--- src/rtl/basicgates_df_mux_if.sv ---
// Operand/result bundle for basicgates_df_mux: the two operands and the six
// registered gate outputs, all WIDTH lanes wide.
interface basicgates_df_mux_if #(
    parameter int WIDTH = 1
);
    logic [WIDTH-1:0] a;
    logic [WIDTH-1:0] b;
    logic [WIDTH-1:0] out_and;
    logic [WIDTH-1:0] out_or;
    logic [WIDTH-1:0] out_nand;
    logic [WIDTH-1:0] out_nor;
    logic [WIDTH-1:0] out_xor;
    logic [WIDTH-1:0] out_xnor;

    modport master (
        output a,
        output b,
        input  out_and,
        input  out_or,
        input  out_nand,
        input  out_nor,
        input  out_xor,
        input  out_xnor
    );

    modport slave (
        input  a,
        input  b,
        output out_and,
        output out_or,
        output out_nand,
        output out_nor,
        output out_xor,
        output out_xnor
    );
endinterface

--- src/rtl/basicgates_df_mux.sv ---
// Registered bank of six two-input gates, each built as a 2:1 mux selected by
// operand a, with b, ~b or a constant on the data legs; one-cycle latency.
module basicgates_df_mux #(
    parameter int WIDTH = 1
) (
    input logic                clk,
    input logic                rst_n,
    basicgates_df_mux_if.slave bus
);

    function automatic logic mux2(input logic sel, input logic leg_hi, input logic leg_lo);
        return sel ? leg_hi : leg_lo;
    endfunction

    logic [WIDTH-1:0] and_d,  or_d,  nand_d,  nor_d,  xor_d,  xnor_d;
    logic [WIDTH-1:0] and_q,  or_q,  nand_q,  nor_q,  xor_q,  xnor_q;

    // Each lane picks its "a=1" or "a=0" leg independently; no cross-lane terms.
    always_comb begin
        and_d  = '0;
        or_d   = '0;
        nand_d = '0;
        nor_d  = '0;
        xor_d  = '0;
        xnor_d = '0;
        for (int i = 0; i < WIDTH; i++) begin
            and_d[i]  = mux2(bus.a[i], bus.b[i],  1'b0);
            or_d[i]   = mux2(bus.a[i], 1'b1,      bus.b[i]);
            nand_d[i] = mux2(bus.a[i], ~bus.b[i], 1'b1);
            nor_d[i]  = mux2(bus.a[i], 1'b0,      ~bus.b[i]);
            xor_d[i]  = mux2(bus.a[i], ~bus.b[i], bus.b[i]);
            xnor_d[i] = mux2(bus.a[i], bus.b[i],  ~bus.b[i]);
        end
    end

    // Reset clears every output to 0, so the complement pairs are both 0 until
    // the first edge after release.
    always_ff @(posedge clk or negedge rst_n) begin
        if (!rst_n) begin
            and_q  <= '0;
            or_q   <= '0;
            nand_q <= '0;
            nor_q  <= '0;
            xor_q  <= '0;
            xnor_q <= '0;
        end else begin
            and_q  <= and_d;
            or_q   <= or_d;
            nand_q <= nand_d;
            nor_q  <= nor_d;
            xor_q  <= xor_d;
            xnor_q <= xnor_d;
        end
    end

    assign bus.out_and  = and_q;
    assign bus.out_or   = or_q;
    assign bus.out_nand = nand_q;
    assign bus.out_nor  = nor_q;
    assign bus.out_xor  = xor_q;
    assign bus.out_xnor = xnor_q;

endmodule

--- src/flat_wrapper.sv ---
// flat-port wrapper written by rule: the top's interface ports become plain ports
module basicgates_df_mux_flat 
#(
    parameter int WIDTH = 1
)
  (clk, rst_n, bus_a, bus_b, bus_out_and, bus_out_or, bus_out_nand, bus_out_nor, bus_out_xor, bus_out_xnor);
  basicgates_df_mux_if #(.WIDTH(WIDTH)) bus_i ();
  input logic clk;
  input logic rst_n;
  input wire logic [$bits(bus_i.a)-1:0] bus_a;
  input wire logic [$bits(bus_i.b)-1:0] bus_b;
  output wire logic [$bits(bus_i.out_and)-1:0] bus_out_and;
  output wire logic [$bits(bus_i.out_or)-1:0] bus_out_or;
  output wire logic [$bits(bus_i.out_nand)-1:0] bus_out_nand;
  output wire logic [$bits(bus_i.out_nor)-1:0] bus_out_nor;
  output wire logic [$bits(bus_i.out_xor)-1:0] bus_out_xor;
  output wire logic [$bits(bus_i.out_xnor)-1:0] bus_out_xnor;
  assign bus_i.a = bus_a;
  assign bus_i.b = bus_b;
  assign bus_out_and = bus_i.out_and;
  assign bus_out_or = bus_i.out_or;
  assign bus_out_nand = bus_i.out_nand;
  assign bus_out_nor = bus_i.out_nor;
  assign bus_out_xor = bus_i.out_xor;
  assign bus_out_xnor = bus_i.out_xnor;
  basicgates_df_mux #(.WIDTH(WIDTH)) u_core (.clk(clk), .rst_n(rst_n), .bus(bus_i));
endmodule
--- config.mk ---
export PLATFORM = sky130hd
export DESIGN_NAME = basicgates_df_mux_flat
export DESIGN_NICKNAME = d
export VERILOG_FILES = /design/src/rtl/basicgates_df_mux_if.sv /design/src/rtl/basicgates_df_mux.sv /design/src/flat_wrapper.sv
export SDC_FILE = /design/constraint.sdc
export NUM_CORES = 1
export LEC_CHECK = 0
export ABC_AREA = 0
export CORE_AREA = 2 2 39 41
export CTS_BUF_LIST = sky130_fd_sc_hd__clkbuf_4 sky130_fd_sc_hd__clkbuf_8
export CTS_CLUSTER_SIZE = 14
export DETAILED_ROUTE_END_ITERATION = 12
export DIE_AREA = 0 0 41 43
export SYNTH_ARGS = -nofsm -noshare
export SYNTH_HDL_FRONTEND = slang
export SYNTH_SLANG_ARGS = --single-unit
--- constraint.sdc ---
create_clock -name clk -period 1.2 [get_ports clk]
set_clock_uncertainty 0.15 [all_clocks]
set_input_delay 0.36 -clock clk [delete_from_list [all_inputs] [get_ports clk]]
set_output_delay 0.36 -clock clk [all_outputs]
set_load 0.02 [all_outputs]
Yosys cells after proc, flatten, opt, wreduce, memory -nomap -nowiden
Cells that the tools add are included.
- register bits after elaboration: 6
- input port bits: 4
- output and inout port bits: 6
- multiplexer cells: 6
- bitwise operators: 1
- operators by type and width (cell ; count):
    1-bit two-way mux ; 6
    1-bit NOT ; 1

Depth between registers and ports, before layout
Gate-level depths: netlist (run 1).
- depth after elaboration: 2
- mapped depth: 3
- mapped depth without buffers: 3

Least setup slack after synthesis (run 1)
OpenSTA, ideal clock, no wires.
- path kind: input -> register
- from: in bus_b
- to: reg u_core.xnor_q (netlist: u_core.bus.out_xnor)
- data arrival time: 0.698 ns
- required time: 0.936 ns
- path slack: 0.237 ns
- stages on the path: 3
- buffers on the path: 0
- path through: inv_1 > ha_1 > inv_1
- cells in the longest elaborated chain, start to end: 2
- RTL lines (element ; line ; RTL):
    start: declaration ; flat_wrapper.sv:11 ; input wire logic [$bits(bus_i.b)-1:0] bus_b;
    1-bit NOT ; basicgates_df_mux.sv:32 ; xnor_d[i] = mux2(bus.a[i], bus.b[i], ~bus.b[i]);
    1-bit two-way mux (*) ; basicgates_df_mux.sv:12 ; return sel ? leg_hi : leg_lo;
    via u_core.xnor_d ; basicgates_df_mux.sv:15 ; logic [WIDTH-1:0] and_d, or_d, nand_d, nor_d, xor_d, xnor_d;
    end signal: assignment ; basicgates_df_mux.sv:52 ; xnor_q <= xnor_d;
    end: declaration ; basicgates_df_mux.sv:16 ; logic [WIDTH-1:0] and_q, or_q, nand_q, nor_q, xor_q, xnor_q;
The timed path passes the listed nets; every way through them passes the cells marked *.

Worst setup path after layout (run 1)
- from: reg u_core.or_q (netlist: u_core.bus.out_or)
- to: out bus_out_or
- RTL lines (element ; line ; RTL):
    start: declaration ; basicgates_df_mux.sv:16 ;
    start signal: assignment ; basicgates_df_mux.sv:48 ; or_q <= or_d;
    end: declaration ; flat_wrapper.sv:13 ; output wire logic [$bits(bus_i.out_or)-1:0] bus_out_or;
No word-level cell between the ends.

==> flow_metrics.tcl, run 1 <==
set metrics [dict create \
    ioPinCount 10 \
    total_leakage_power_nw 0.1944 \
    dr.first_iter.drc_count 0 \
    clockPowerShare_pct 36.7 \
    finalNonFillerCells 45 \
    post_route_cells_drive_above_1_share_pct 48.28 \
    grtUsageTotal_pct 6.687 \
    power_frac_comb_pct 17.0 \
    final_antenna_net_count 0 \
    dieHeight_um 43 \
    critPathRequiredTime_ps 690 \
    hp-class "primary input to async pin" \
    grt_first_pass_wirelength_um 621 \
    critical_path_buf_inv_count 1 \
    postSynthNetCount 23 \
    syn_avg_cell_area_um2 14.60 \
    dominant_cell_type_by_area_after_synthesis "sky130_fd_sc_hd__dfrtp_1" \
    total_via_count_after_detailed_routing 152 \
    drt-vias-per-instance 3.378 \
    replace_congestion 0.5530 \
    flow.area_growth_from_synthesis_pct 75.43 \
    finalSetupViolCount 6 \
    synth_cells 15 \
    cts_sinks 6 \
    pwr_density_cell_nw_per_um2 1255 \
    cp-start-kind "register" \
    ys_top_cells_by_count "sky130_fd_sc_hd__dfrtp_1, sky130_fd_sc_hd__inv_1, sky130_fd_sc_hd__ha_1" \
    synthArstFlopShare_pct 100.0 \
    synth-seq-cells 6 \
    floorplan.die.width_um 41 \
    drt-pass1-iter-count 1 \
    post_drt_wl_per_cell_um 8.089 \
    synthTopCellsByArea "sky130_fd_sc_hd__dfrtp_1, sky130_fd_sc_hd__ha_1, sky130_fd_sc_hd__inv_1" \
    floorplan.initialDensity_pct 15.82 \
    clock_tree_from_tritoncts "yes" \
    final_routed_wirelength_um 364 \
    critPathSlowestCell "sky130_fd_sc_hd__dfrtp_1" \
    post-route-period-util_pct 104.0 \
    vdd_drop_max_v 0.0002196 \
    cellInternalPower_w 0.0003725 \
    outcome "finished with violations" \
    synth_top_area_share_pct 68.57 \
    timing_max_transition_violations_final 0 \
    clock_tree.buffer_depth 2 \
    crit_chain "buf_6" \
    holdWs_ps 199.1 \
    netlist-cell-type-count 3 \
    cts.root.buffer_cell "sky130_fd_sc_hd__clkbuf_4" \
    worst_pin_slew_ps 242.8 \
    maxCapViolations 0 \
    path_clk_slew_ps 40 \
    seqPwrFrac_pct 46.3 \
    first_global_vias 171 \
    achievable_clock_frequency_mhz 801.6 \
    numPlacedInstances 42 \
    placement_rows 14 \
    fp.dieArea_um2 1763 \
    report.final.hold_viol_count 0 \
    layout_setup_ws_ps -47.48 \
    net-switching-power_w 0.0001096 \
    critical-path-top-delay-family "flip-flops" \
    overflow_left_after_global_routing 0 \
    synthFlopType "sky130_fd_sc_hd__dfrtp_1" \
    numPortBuffers 9 \
    crit_path_end_kind "primary output" \
    netlist_area_um2 219.0 \
    violations "negative setup slack" \
    drt_drc_violations_left 0 \
    critical_path_peak_fanout 1 \
    htree_num_levels 1 \
    maxSlewHeadroom_pct 83.76 \
    grt_start_max_net_pins 7 \
    rsz_0062_raised_after_global_routing "true" \
    synth_warnings 0 \
    antenna_found_initial 0 \
    diodes 0 \
    number_of_clock_buffers_inserted_by_tritoncts 3 \
    layout_min_cycle_time_ps 1247 \
    synth_edf_count 0 \
    worst-setup-path-type "register to primary output" \
    design.final.nets 39 \
    yosysMostFrequentCell "sky130_fd_sc_hd__dfrtp_1" \
    critical_path.max_stage_delay_ps 370 \
    core_um2 1384 \
    synth-seq-area-share_pct 68.57 \
    worst-endpoint-arrival_ps 740 \
    power.share.switching_pct 22.74 \
]
sequential cells by signal, indices dropped and copies added (netlist names):
register	cells
u_core.bus.out_nor	1
u_core.bus.out_xor	1
u_core.bus.out_xnor	1
u_core.bus.out_and	1
u_core.bus.out_nand	1
u_core.bus.out_or	1
area by class of cell:
class	instances	area [um^2]
fill	146	999.7
sequential	6	150.1
timing repair buffer	11	110.1
multi-input combinational	4	62.56
clock buffer	3	22.52
tap	16	20.02
inverter	5	18.77
layer usage:
metal	track usage, %	part of all wire [%]
met3	6.283	19
met1	3.974	27
met2	8.438	47
met5	0	0
met4	10.00	7.4
power by group through the flow:
stage	Clock [W]	Sequential, W	Combinational (W)
floorplan	0	0.000242	0.00000904
global placement	0	0.000223	0.0000753
detailed placement	0	0.000223	0.0000776
CTS	0.000182	0.000223	0.0000829
global route	0.000204	0.000223	0.0000909
finish	0.000177	0.000223	0.0000822
cells in the final DEF, fill, tap and decap left out, drive strengths merged:
cell,n
buf,8
clkbuf,3
clkdlybuf4s50,1
dfrtp,6
dlygate4sd2,2
ha,4
inv,5
cells by family (layout without fill, tap and decap cells):
family / count (synthesis) / in the layout / share of synthesized area (%)
buffers and inverters: 5 / 19 / 8.572
adder cells (fa/ha/maj): 4 / 4 / 22.86
flip-flops: 6 / 6 / 68.57
repair_timing:
item	CTS	global route
endpoints found under the setup margin	8	6
resized for setup	41	0
pin swaps	0	0
hold buffers	0	0
buffers inserted	0	0
per-stage QoR:
| step | power, W | setup TNS [ps] | worst slack, ps | util, % | instance area [um^2] |
|---|---|---|---|---|---|
| 4_1_cts | 0.0004879 | -295.2 | -54.04 | 27.76 | 384.1 |
| 6_report | 0.0004821 | -254.6 | -47.48 | 27.76 | 384.1 |
| 5_1_grt | 0.0005187 | -440.7 | -84.26 | 27.76 | 384.1 |
| 3_3_place_gp | 0.0002979 | -2402 | -274.8 | 24.86 | 344.1 |
| 2_1_floorplan | 0.0002506 | 0 | 237.5 | - | 219.0 |
| 3_5_place_dp | 0.0003006 | -2506 | -293.7 | 24.86 | 344.1 |
final timing paths:
kind | cells past startpoint | slack (ps) | from | end
worst max-delay path | 1 | -50 | u_core.bus.out_or | bus_out_or
worst min-delay path | 1 | 200 | rst_n | u_core.bus.out_or
max in group asynchronous | 1 | 500 | rst_n | u_core.bus.out_nor
min in group clk | 3 | 460 | bus_a | u_core.bus.out_xor
(Power assumes the default switching activity.)
==> run 2: changes to the inputs <==
--- a/config.mk
+++ b/config.mk
@@ -6,6 +6,7 @@
 export NUM_CORES = 1
 export LEC_CHECK = 0
 export ABC_AREA = 0
+export ABC_CLOCK_PERIOD_IN_PS = 1200
 export CORE_AREA = 2 2 39 41
 export CTS_BUF_LIST = sky130_fd_sc_hd__clkbuf_4 sky130_fd_sc_hd__clkbuf_8
 export CTS_CLUSTER_SIZE = 14
==> results of run 2 <==
Final layout, timing and power as in run 1 (identical DEF).
